## src/rtl/cpu_pkg.sv

```systemverilog
// Shared CPU-core definitions: default widths, reset vector and fetch FSM encoding.
package cpu_pkg;

    localparam int unsigned DEF_ADDR_W   = 32;
    localparam int unsigned DEF_INST_W   = 32;
    localparam int unsigned INST_BYTES   = 4;
    localparam logic [31:0] DEF_RESET_PC = 32'h0000_0000;

    typedef enum logic [1:0] {
        IDLE = 2'd0,
        REQ  = 2'd1,
        HOLD = 2'd2
    } fetch_state_t;

endpackage

```

## src/rtl/fetch_sequencer_if.sv

```systemverilog
// Fetch-side bus: code-memory req/ack, decode valid/ready and branch redirect.
interface fetch_sequencer_if
    import cpu_pkg::*;
#(
    parameter int unsigned ADDR_W = DEF_ADDR_W,
    parameter int unsigned INST_W = DEF_INST_W
);

    logic              mem_req;
    logic [ADDR_W-1:0] mem_addr;
    logic              mem_ack;
    logic [INST_W-1:0] mem_rdata;
    logic              inst_valid;
    logic [INST_W-1:0] inst;
    logic [ADDR_W-1:0] inst_pc;
    logic              inst_ready;
    logic              br_taken;
    logic [ADDR_W-1:0] br_target;

    modport master (
        output mem_req, mem_addr, inst_valid, inst, inst_pc,
        input  mem_ack, mem_rdata, inst_ready, br_taken, br_target
    );

    modport slave (
        input  mem_req, mem_addr, inst_valid, inst, inst_pc,
        output mem_ack, mem_rdata, inst_ready, br_taken, br_target
    );

endinterface

```

## src/rtl/fetch_sequencer.sv

```systemverilog
// Instruction-fetch controller: owns the PC, fetches one word at a time from code
// memory, holds it for decode and redirects on taken branches.
module fetch_sequencer
    import cpu_pkg::*;
#(
    parameter int unsigned       ADDR_W   = DEF_ADDR_W,
    parameter int unsigned       INST_W   = DEF_INST_W,
    parameter logic [ADDR_W-1:0] RESET_PC = ADDR_W'(DEF_RESET_PC)
) (
    input  logic                     clk,
    input  logic                     nreset,
    fetch_sequencer_if.master        bus,
    output logic [7:0]               fetch_count
);

    localparam int unsigned CNT_W   = 8;
    localparam logic [1:0]  ST_IDLE = 2'(IDLE);
    localparam logic [1:0]  ST_REQ  = 2'(REQ);
    localparam logic [1:0]  ST_HOLD = 2'(HOLD);

    logic [1:0]        state, state_d;
    logic [ADDR_W-1:0] pc, pc_d;
    logic [ADDR_W-1:0] redir_pc, redir_d;
    logic              drop_pend, drop_d;
    logic [INST_W-1:0] inst_d;
    logic [ADDR_W-1:0] inst_pc_d;
    logic [CNT_W-1:0]  count_d;
    logic              mem_req_d;
    logic [ADDR_W-1:0] mem_addr_d;
    logic              inst_valid_d;
    logic [ADDR_W-1:0] tgt;

    assign tgt = bus.br_target & ~ADDR_W'(INST_BYTES - 1);

    // Next-state and next-output logic; a branch always beats a capture or an accept.
    always_comb begin
        state_d   = state;
        pc_d      = pc;
        redir_d   = redir_pc;
        drop_d    = drop_pend;
        inst_d    = bus.inst;
        inst_pc_d = bus.inst_pc;
        count_d   = fetch_count;

        case (state)
            ST_IDLE: begin
                state_d = ST_REQ;
                if (bus.br_taken) pc_d = tgt;
            end
            ST_REQ: begin
                if (bus.mem_ack) begin
                    drop_d = 1'b0;
                    if (bus.br_taken) begin
                        pc_d = tgt;
                    end else if (drop_pend) begin
                        pc_d = redir_pc;
                    end else begin
                        inst_d    = bus.mem_rdata;
                        inst_pc_d = pc;
                        state_d   = ST_HOLD;
                    end
                end else if (bus.br_taken) begin
                    // Request already on the bus: let it finish, discard later.
                    drop_d  = 1'b1;
                    redir_d = tgt;
                end
            end
            ST_HOLD: begin
                if (bus.br_taken) begin
                    pc_d    = tgt;
                    state_d = ST_REQ;
                end else if (bus.inst_ready) begin
                    pc_d    = pc + ADDR_W'(INST_BYTES);
                    count_d = fetch_count + CNT_W'(1);
                    state_d = ST_REQ;
                end
            end
            default: state_d = ST_IDLE;
        endcase

        mem_req_d    = (state_d == ST_REQ);
        mem_addr_d   = (state_d == ST_REQ) ? pc_d : bus.mem_addr;
        inst_valid_d = (state_d == ST_HOLD);
    end

    // State and registered outputs.
    always_ff @(posedge clk or negedge nreset) begin
        if (!nreset) begin
            state          <= ST_IDLE;
            pc             <= RESET_PC;
            redir_pc       <= RESET_PC;
            drop_pend      <= 1'b0;
            bus.mem_req    <= 1'b0;
            bus.mem_addr   <= RESET_PC;
            bus.inst_valid <= 1'b0;
            bus.inst       <= '0;
            bus.inst_pc    <= RESET_PC;
            fetch_count    <= '0;
        end else begin
            state          <= state_d;
            pc             <= pc_d;
            redir_pc       <= redir_d;
            drop_pend      <= drop_d;
            bus.mem_req    <= mem_req_d;
            bus.mem_addr   <= mem_addr_d;
            bus.inst_valid <= inst_valid_d;
            bus.inst       <= inst_d;
            bus.inst_pc    <= inst_pc_d;
            fetch_count    <= count_d;
        end
    end

endmodule

```

## src/flat_wrapper.sv

```systemverilog
// flat-port wrapper written by rule: the top's interface ports become plain ports
module fetch_sequencer_flat import cpu_pkg::*;
#(
    parameter int unsigned       ADDR_W   = DEF_ADDR_W,
    parameter int unsigned       INST_W   = DEF_INST_W,
    parameter logic [ADDR_W-1:0] RESET_PC = ADDR_W'(DEF_RESET_PC)
)
  (clk, nreset, fetch_count, bus_mem_req, bus_mem_addr, bus_inst_valid, bus_inst, bus_inst_pc, bus_mem_ack, bus_mem_rdata, bus_inst_ready, bus_br_taken, bus_br_target);
  fetch_sequencer_if #(.ADDR_W(ADDR_W), .INST_W(INST_W)) bus_i ();
  input  logic clk;
  input  logic nreset;
  output logic [7:0] fetch_count;
  output wire logic [$bits(bus_i.mem_req)-1:0] bus_mem_req;
  output wire logic [$bits(bus_i.mem_addr)-1:0] bus_mem_addr;
  output wire logic [$bits(bus_i.inst_valid)-1:0] bus_inst_valid;
  output wire logic [$bits(bus_i.inst)-1:0] bus_inst;
  output wire logic [$bits(bus_i.inst_pc)-1:0] bus_inst_pc;
  input wire logic [$bits(bus_i.mem_ack)-1:0] bus_mem_ack;
  input wire logic [$bits(bus_i.mem_rdata)-1:0] bus_mem_rdata;
  input wire logic [$bits(bus_i.inst_ready)-1:0] bus_inst_ready;
  input wire logic [$bits(bus_i.br_taken)-1:0] bus_br_taken;
  input wire logic [$bits(bus_i.br_target)-1:0] bus_br_target;
  assign bus_mem_req = bus_i.mem_req;
  assign bus_mem_addr = bus_i.mem_addr;
  assign bus_inst_valid = bus_i.inst_valid;
  assign bus_inst = bus_i.inst;
  assign bus_inst_pc = bus_i.inst_pc;
  assign bus_i.mem_ack = bus_mem_ack;
  assign bus_i.mem_rdata = bus_mem_rdata;
  assign bus_i.inst_ready = bus_inst_ready;
  assign bus_i.br_taken = bus_br_taken;
  assign bus_i.br_target = bus_br_target;
  fetch_sequencer #(.ADDR_W(ADDR_W), .INST_W(INST_W), .RESET_PC(RESET_PC)) u_core (.clk(clk), .nreset(nreset), .bus(bus_i), .fetch_count(fetch_count));
endmodule
```

## config.mk

```make
export PLATFORM = sky130hd
export DESIGN_NAME = fetch_sequencer_flat
export DESIGN_NICKNAME = d
export VERILOG_FILES = /design/src/rtl/cpu_pkg.sv /design/src/rtl/fetch_sequencer_if.sv /design/src/rtl/fetch_sequencer.sv /design/src/flat_wrapper.sv
export SDC_FILE = /design/constraint.sdc
export NUM_CORES = 1
export LEC_CHECK = 0
export ABC_AREA = 1
export CORE_ASPECT_RATIO = 2
export CORE_UTILIZATION = 52
export DETAILED_ROUTE_END_ITERATION = 10
export PLACE_DENSITY = 0.81
export REMOVE_ABC_BUFFERS = 1
export SYNTH_ARGS = -nofsm -noshare
export SYNTH_HDL_FRONTEND = slang
export SYNTH_SLANG_ARGS = --single-unit
```

## constraint.sdc

```tcl
create_clock -name clk -period 2.1 [get_ports clk]
set_input_delay 0.42 -clock clk [delete_from_list [all_inputs] [get_ports clk]]
set_output_delay 0.42 -clock clk [all_outputs]
set_load 0.02 [all_outputs]
```

==> results by group <==
Synthesis
  – Sequential share of the synthesized area: 0.499
  – Post-Synth Simple-Gate Area: 0.238
  – Combinational family with the most area after synthesis: simple AND/OR/NAND/NOR gates
  – Number of enable-type register cells in the synthesized netlist: 0
  – Post-synthesis cell type count: 39
  – Ys async rst share: 1.00
  – Leading register cell type out of synthesis: sky130_fd_sc_hd__dfrtp_1
  – Area share of fa/ha/maj cells after synthesis: 0.00292
  – Number of standard cells after synthesis: 1,012
  – Post-synth top area share: 0.499
  – Library cell occupying the most area in the post-synthesis netlist: sky130_fd_sc_hd__dfrtp_1
  – Top post-synthesis cells by area: sky130_fd_sc_hd__dfrtp_1, sky130_fd_sc_hd__nand2_1, sky130_fd_sc_hd__mux2_2
  – Multiplexer area fraction after synthesis: 0.0801
  – Synthesized area: 8570 um^2
  – Post-synthesis register bit count: 171
  – Synth Area in Compound Gates: 0.112
  – Number of warnings reported in the yosys synthesis log: 0
  – Xor-xnor portion of the synthesized cell area: 0.00715
  – Avg Inst Size Synth: 8.47 um^2

Setup path
  – Capture instance of the worst register-to-register path: u_core.bus.mem_addr[18]
  – Critical path launch point type: flop
  – Register-to-register setup slack: 140 ps
  – Buffer and inverter count on the worst path: 1
  – Critical Path Slowest Stage Cell: sky130_fd_sc_hd__dfrtp_1
  – Start-to-end type of the worst setup path: reg2reg
  – Critical path required time: 2420 ps
  – Worst EP arrival: 2280 ps
  – Critical R2R Launch: u_core.pc[2]
  – Delay contributed by the slowest stage of the critical path: 410 ps
  – Kind of end point of the critical path: flop
  – Peak fanout along the critical path: 4
  – CP Depth: 12
  – Cell repeated most along the worst path: sky130_fd_sc_hd__nand2_1
  – Number of cells on the worst reg-to-reg path: 12
  – Crit path cell chain: ha_1 > nand2_1 > inv_1 > nand2_1 > nor2_2 > nand2_1 > nor2_1 > nand3_1 > nand3_1 > nand2_1 > o211ai_1 > nand2_1
  – Gate family responsible for the most delay along the worst path: simple AND/OR/NAND/NOR gates

Routing
  – Via density per instance: 5.67
  – DRC violations left: 0
  – Number of antenna-violating nets in the routed design: 0
  – Total vias in the final route: 8,228
  – Initial detailed-routing violation count: 605
  – Detailed-route wire length: 26,800 um
  – Iteration count of the initial detailed-routing pass: 6
  – Routed wire length per instance: 18.5 um

Final layout
  – Most common cell after layout, fill and taps aside: sky130_fd_sc_hd__nand2_1
  – Final-stage net count: 1,306
  – Area delta synth->final: 35.8%
  – Most used cells in the layout excluding fill and tap cells: sky130_fd_sc_hd__nand2_1, sky130_fd_sc_hd__dfrtp_1, sky130_fd_sc_hd__clkdlybuf4s50_1
  – FILL cells: 1,254
  – Fraction of layout instances using a drive strength above 1: 0.150
  – Number of diodes added for antenna fixing: 0

Hold path
  – Worst min-delay path class: in2reg
  – Min-delay src: bus_br_taken
  – Cell count of the worst hold path: 4
  – Endpoint of the worst hold-timing path: u_core.drop_pend

GRT
  – Top Usage Layer GRT: met2
  – Via count of the first global-routing pass: 8,319
  – Global-route wire length before repair: 42,300 um
  – Number of antenna violations at the first check in global routing: 0
  – Global routing usage on met1: 0.334
  – Met2 Use GR: 0.581
  – Pin count of the biggest net entering global routing: 54
  – Routing usage on met3: 0.0645
  – GRT Total Usage: 0.328
  – Remaining Overflow, GRT: 0

Floorplan
  – Total die area: 17,000 um^2
  – Initial core utilization: 0.530
  – DIE WIDTH: 92.8 um
  – Placeable core area: 16,200 um^2
  – Number of cell rows: 66
  – Y dimension of the die: 184 um
  – IO Pins: 175

Power
  – Cell internal power dissipation: 9660 uW
  – Final Total Pwr: 15,800 uW
  – Max rail drop VDD: 721 uV
  – Switching pwr: 6140 uW
  – Switching share of power: 0.389
  – Proportion of power drawn by the clock network: 0.198
  – Register share of total power: 0.360
  – Logic pwr share: 0.443
  – Power density over the cells: 1360 nW/um^2
  – Static leakage: 0.00539 uW

Timing
  – Setup-failing EPs final: 0
  – Maximum operating frequency: 510 MHz
  – Count of final hold-check violations: 0
  – Unrepaired setup endpoints after global routing: yes
  – Portion of the clock cycle consumed by the worst path in the final layout: 0.933
  – Pins Over Slew Limit: 0
  – Worst setup skew after layout: 7.14 ps
  – Min cycle time layout: 1960 ps
  – Hold WS: 454 ps
  – Slew at the pin with the worst max-slew slack: 480 ps
  – Worst slew margin relative to its limit: 0.680

Placed design
  – Half-perimeter wire length after placement: 19,600 um
  – Final RePlAce weighted congestion: 0.979
  – Count of input and output buffers: 172

CTS
  – CTS tree: yes
  – Post-CTS clock slew at the launch and capture registers of the worst setup and hold paths: 60 ps
  – Insertion delay of the later-clocked pin in the worst-skew pair: 440 ps
  – Clock tree sinks: 171
  – Maximum root-to-sink buffer count: 2
  – Inserted Clock Buffers: 17
  – CTS Root Cell: sky130_fd_sc_hd__clkbuf_16
  – Maximum level of the CTS H-tree: 4

Job
  – Count of max-cap constraint violations: 0

Outcome
  – Status: finished clean
-- cells in the mapped netlist, types with 8 or more instances --
| cell | instances |
|---|---|
| sky130_fd_sc_hd__o21ai_0 | 77 |
| sky130_fd_sc_hd__nand3_1 | 71 |
| sky130_fd_sc_hd__o211ai_1 | 8 |
| sky130_fd_sc_hd__a21oi_1 | 32 |
| sky130_fd_sc_hd__nand4_1 | 15 |
| sky130_fd_sc_hd__clkbuf_1 | 8 |
| sky130_fd_sc_hd__inv_1 | 75 |
| sky130_fd_sc_hd__a21boi_0 | 11 |
| sky130_fd_sc_hd__nand2_1 | 300 |
| sky130_fd_sc_hd__mux2_2 | 61 |
| sky130_fd_sc_hd__dfrtp_1 | 171 |
| sky130_fd_sc_hd__nor3_1 | 13 |
| sky130_fd_sc_hd__buf_2 | 29 |
| sky130_fd_sc_hd__nor2_1 | 60 |
| sky130_fd_sc_hd__a211oi_1 | 11 |
-- stage by stage --
step | TNS, ps | utilization | cell area (um^2) | std cells | setup slack, ps
6_report | 0 | 0.719 | 11600 | 1451 | 140
5_1_grt | -15.6 | 0.719 | 11600 | 1451 | -7.86
4_1_cts | 0 | 0.719 | 11600 | 1451 | 140
3_5_place_dp | -7760 | 0.683 | 11100 | 1419 | -189
3_3_place_gp | -5390 | 0.683 | 11100 | 1419 | -153
2_1_floorplan | -64570 | - | 8360 | 969 | -854
-- what timing repair did --
action | in CTS | in global routing
setup buffers | 0 | 0
hold endpoints to repair | 45 | 0
resized for setup | 0 | 2
setup endpoints to repair | 0 | 4
hold buffers | 1 | 0
-- worst register-to-register path: stages (launching register included) --
cell and delay (ps):
sky130_fd_sc_hd__dfrtp_1 410, sky130_fd_sc_hd__ha_1 230, sky130_fd_sc_hd__nand2_1 100, sky130_fd_sc_hd__inv_1 70, sky130_fd_sc_hd__nand2_1 70, sky130_fd_sc_hd__nor2_2 140
sky130_fd_sc_hd__nand2_1 120, sky130_fd_sc_hd__nor2_1 230, sky130_fd_sc_hd__nand3_1 110, sky130_fd_sc_hd__nand3_1 110, sky130_fd_sc_hd__nand2_1 60, sky130_fd_sc_hd__o211ai_1 120
sky130_fd_sc_hd__nand2_1 70
-- layer usage --
| layer | share of wire | up-vias |
|---|---|---|
| met5 | 0 | - |
| met4 | 0.068 | 0 |
| met3 | 0.061 | 119 |
| met2 | 0.53 | 395 |
| met1 | 0.34 | 3905 |
| li1 | - | 3809 |
-- power groups by stage --
| stage | Combinational [uW] | Clock, uW | Sequential (uW) |
|---|---|---|---|
| detailed placement | 6940 | 0 | 5700 |
| floorplan | 2540 | 0 | 6590 |
| global route | 7530 | 3280 | 5830 |
| finish | 6990 | 3130 | 5680 |
| global placement | 6770 | 0 | 5620 |
| CTS | 6980 | 3150 | 5650 |
-- sequential cells by signal, summed over array words and instances (netlist names) --
register,cells
u_core.bus.inst,32
u_core.drop_pend,1
u_core.bus.inst_pc,32
u_core.bus.mem_addr,32
u_core.fetch_count,8
u_core.bus.inst_valid,1
u_core.redir_pc,30
u_core.state,2
u_core.pc,32
u_core.bus.mem_req,1
-- how the worst max path moves through the flow --
stage                          startpoint                       to  slack [ps]
after global placement        bus_mem_ack  u_core.bus.mem_addr[25]        -150
after global routing         u_core.pc[2]  u_core.bus.mem_addr[28]          -8
final                        u_core.pc[2]  u_core.bus.mem_addr[18]         140
after detailed placement      bus_mem_ack  u_core.bus.mem_addr[25]        -190
after CTS                    u_core.pc[2]  u_core.bus.mem_addr[30]         140
after floorplan           u_core.state[1]       u_core.bus.inst[0]        -850
-- kinds of logic (layout without fill, tap and decap cells) --
kind of cell | Yosys count | in the layout
muxes | 61 | 61
and+or+nand+nor | 482 | 482
adders and majority gates | 2 | 2
AOI/OAI and AO/OA | 166 | 166
xor gates and xnor gates | 7 | 7
buffers and inverters | 123 | 358
DFF | 171 | 171
-- layout make-up --
cell class	count	area [um^2]	area share
timing repair buffer	247	2450	0.210
multi-input combinational	718	3790	0.326
tap	204	255	0.0219
inverter	80	300	0.0258
clock buffer	24	482	0.0414
sequential	171	4280	0.368
clock inverter	7	90.1	0.00774
No activity file was read; power rests on OpenSTA's default activity.
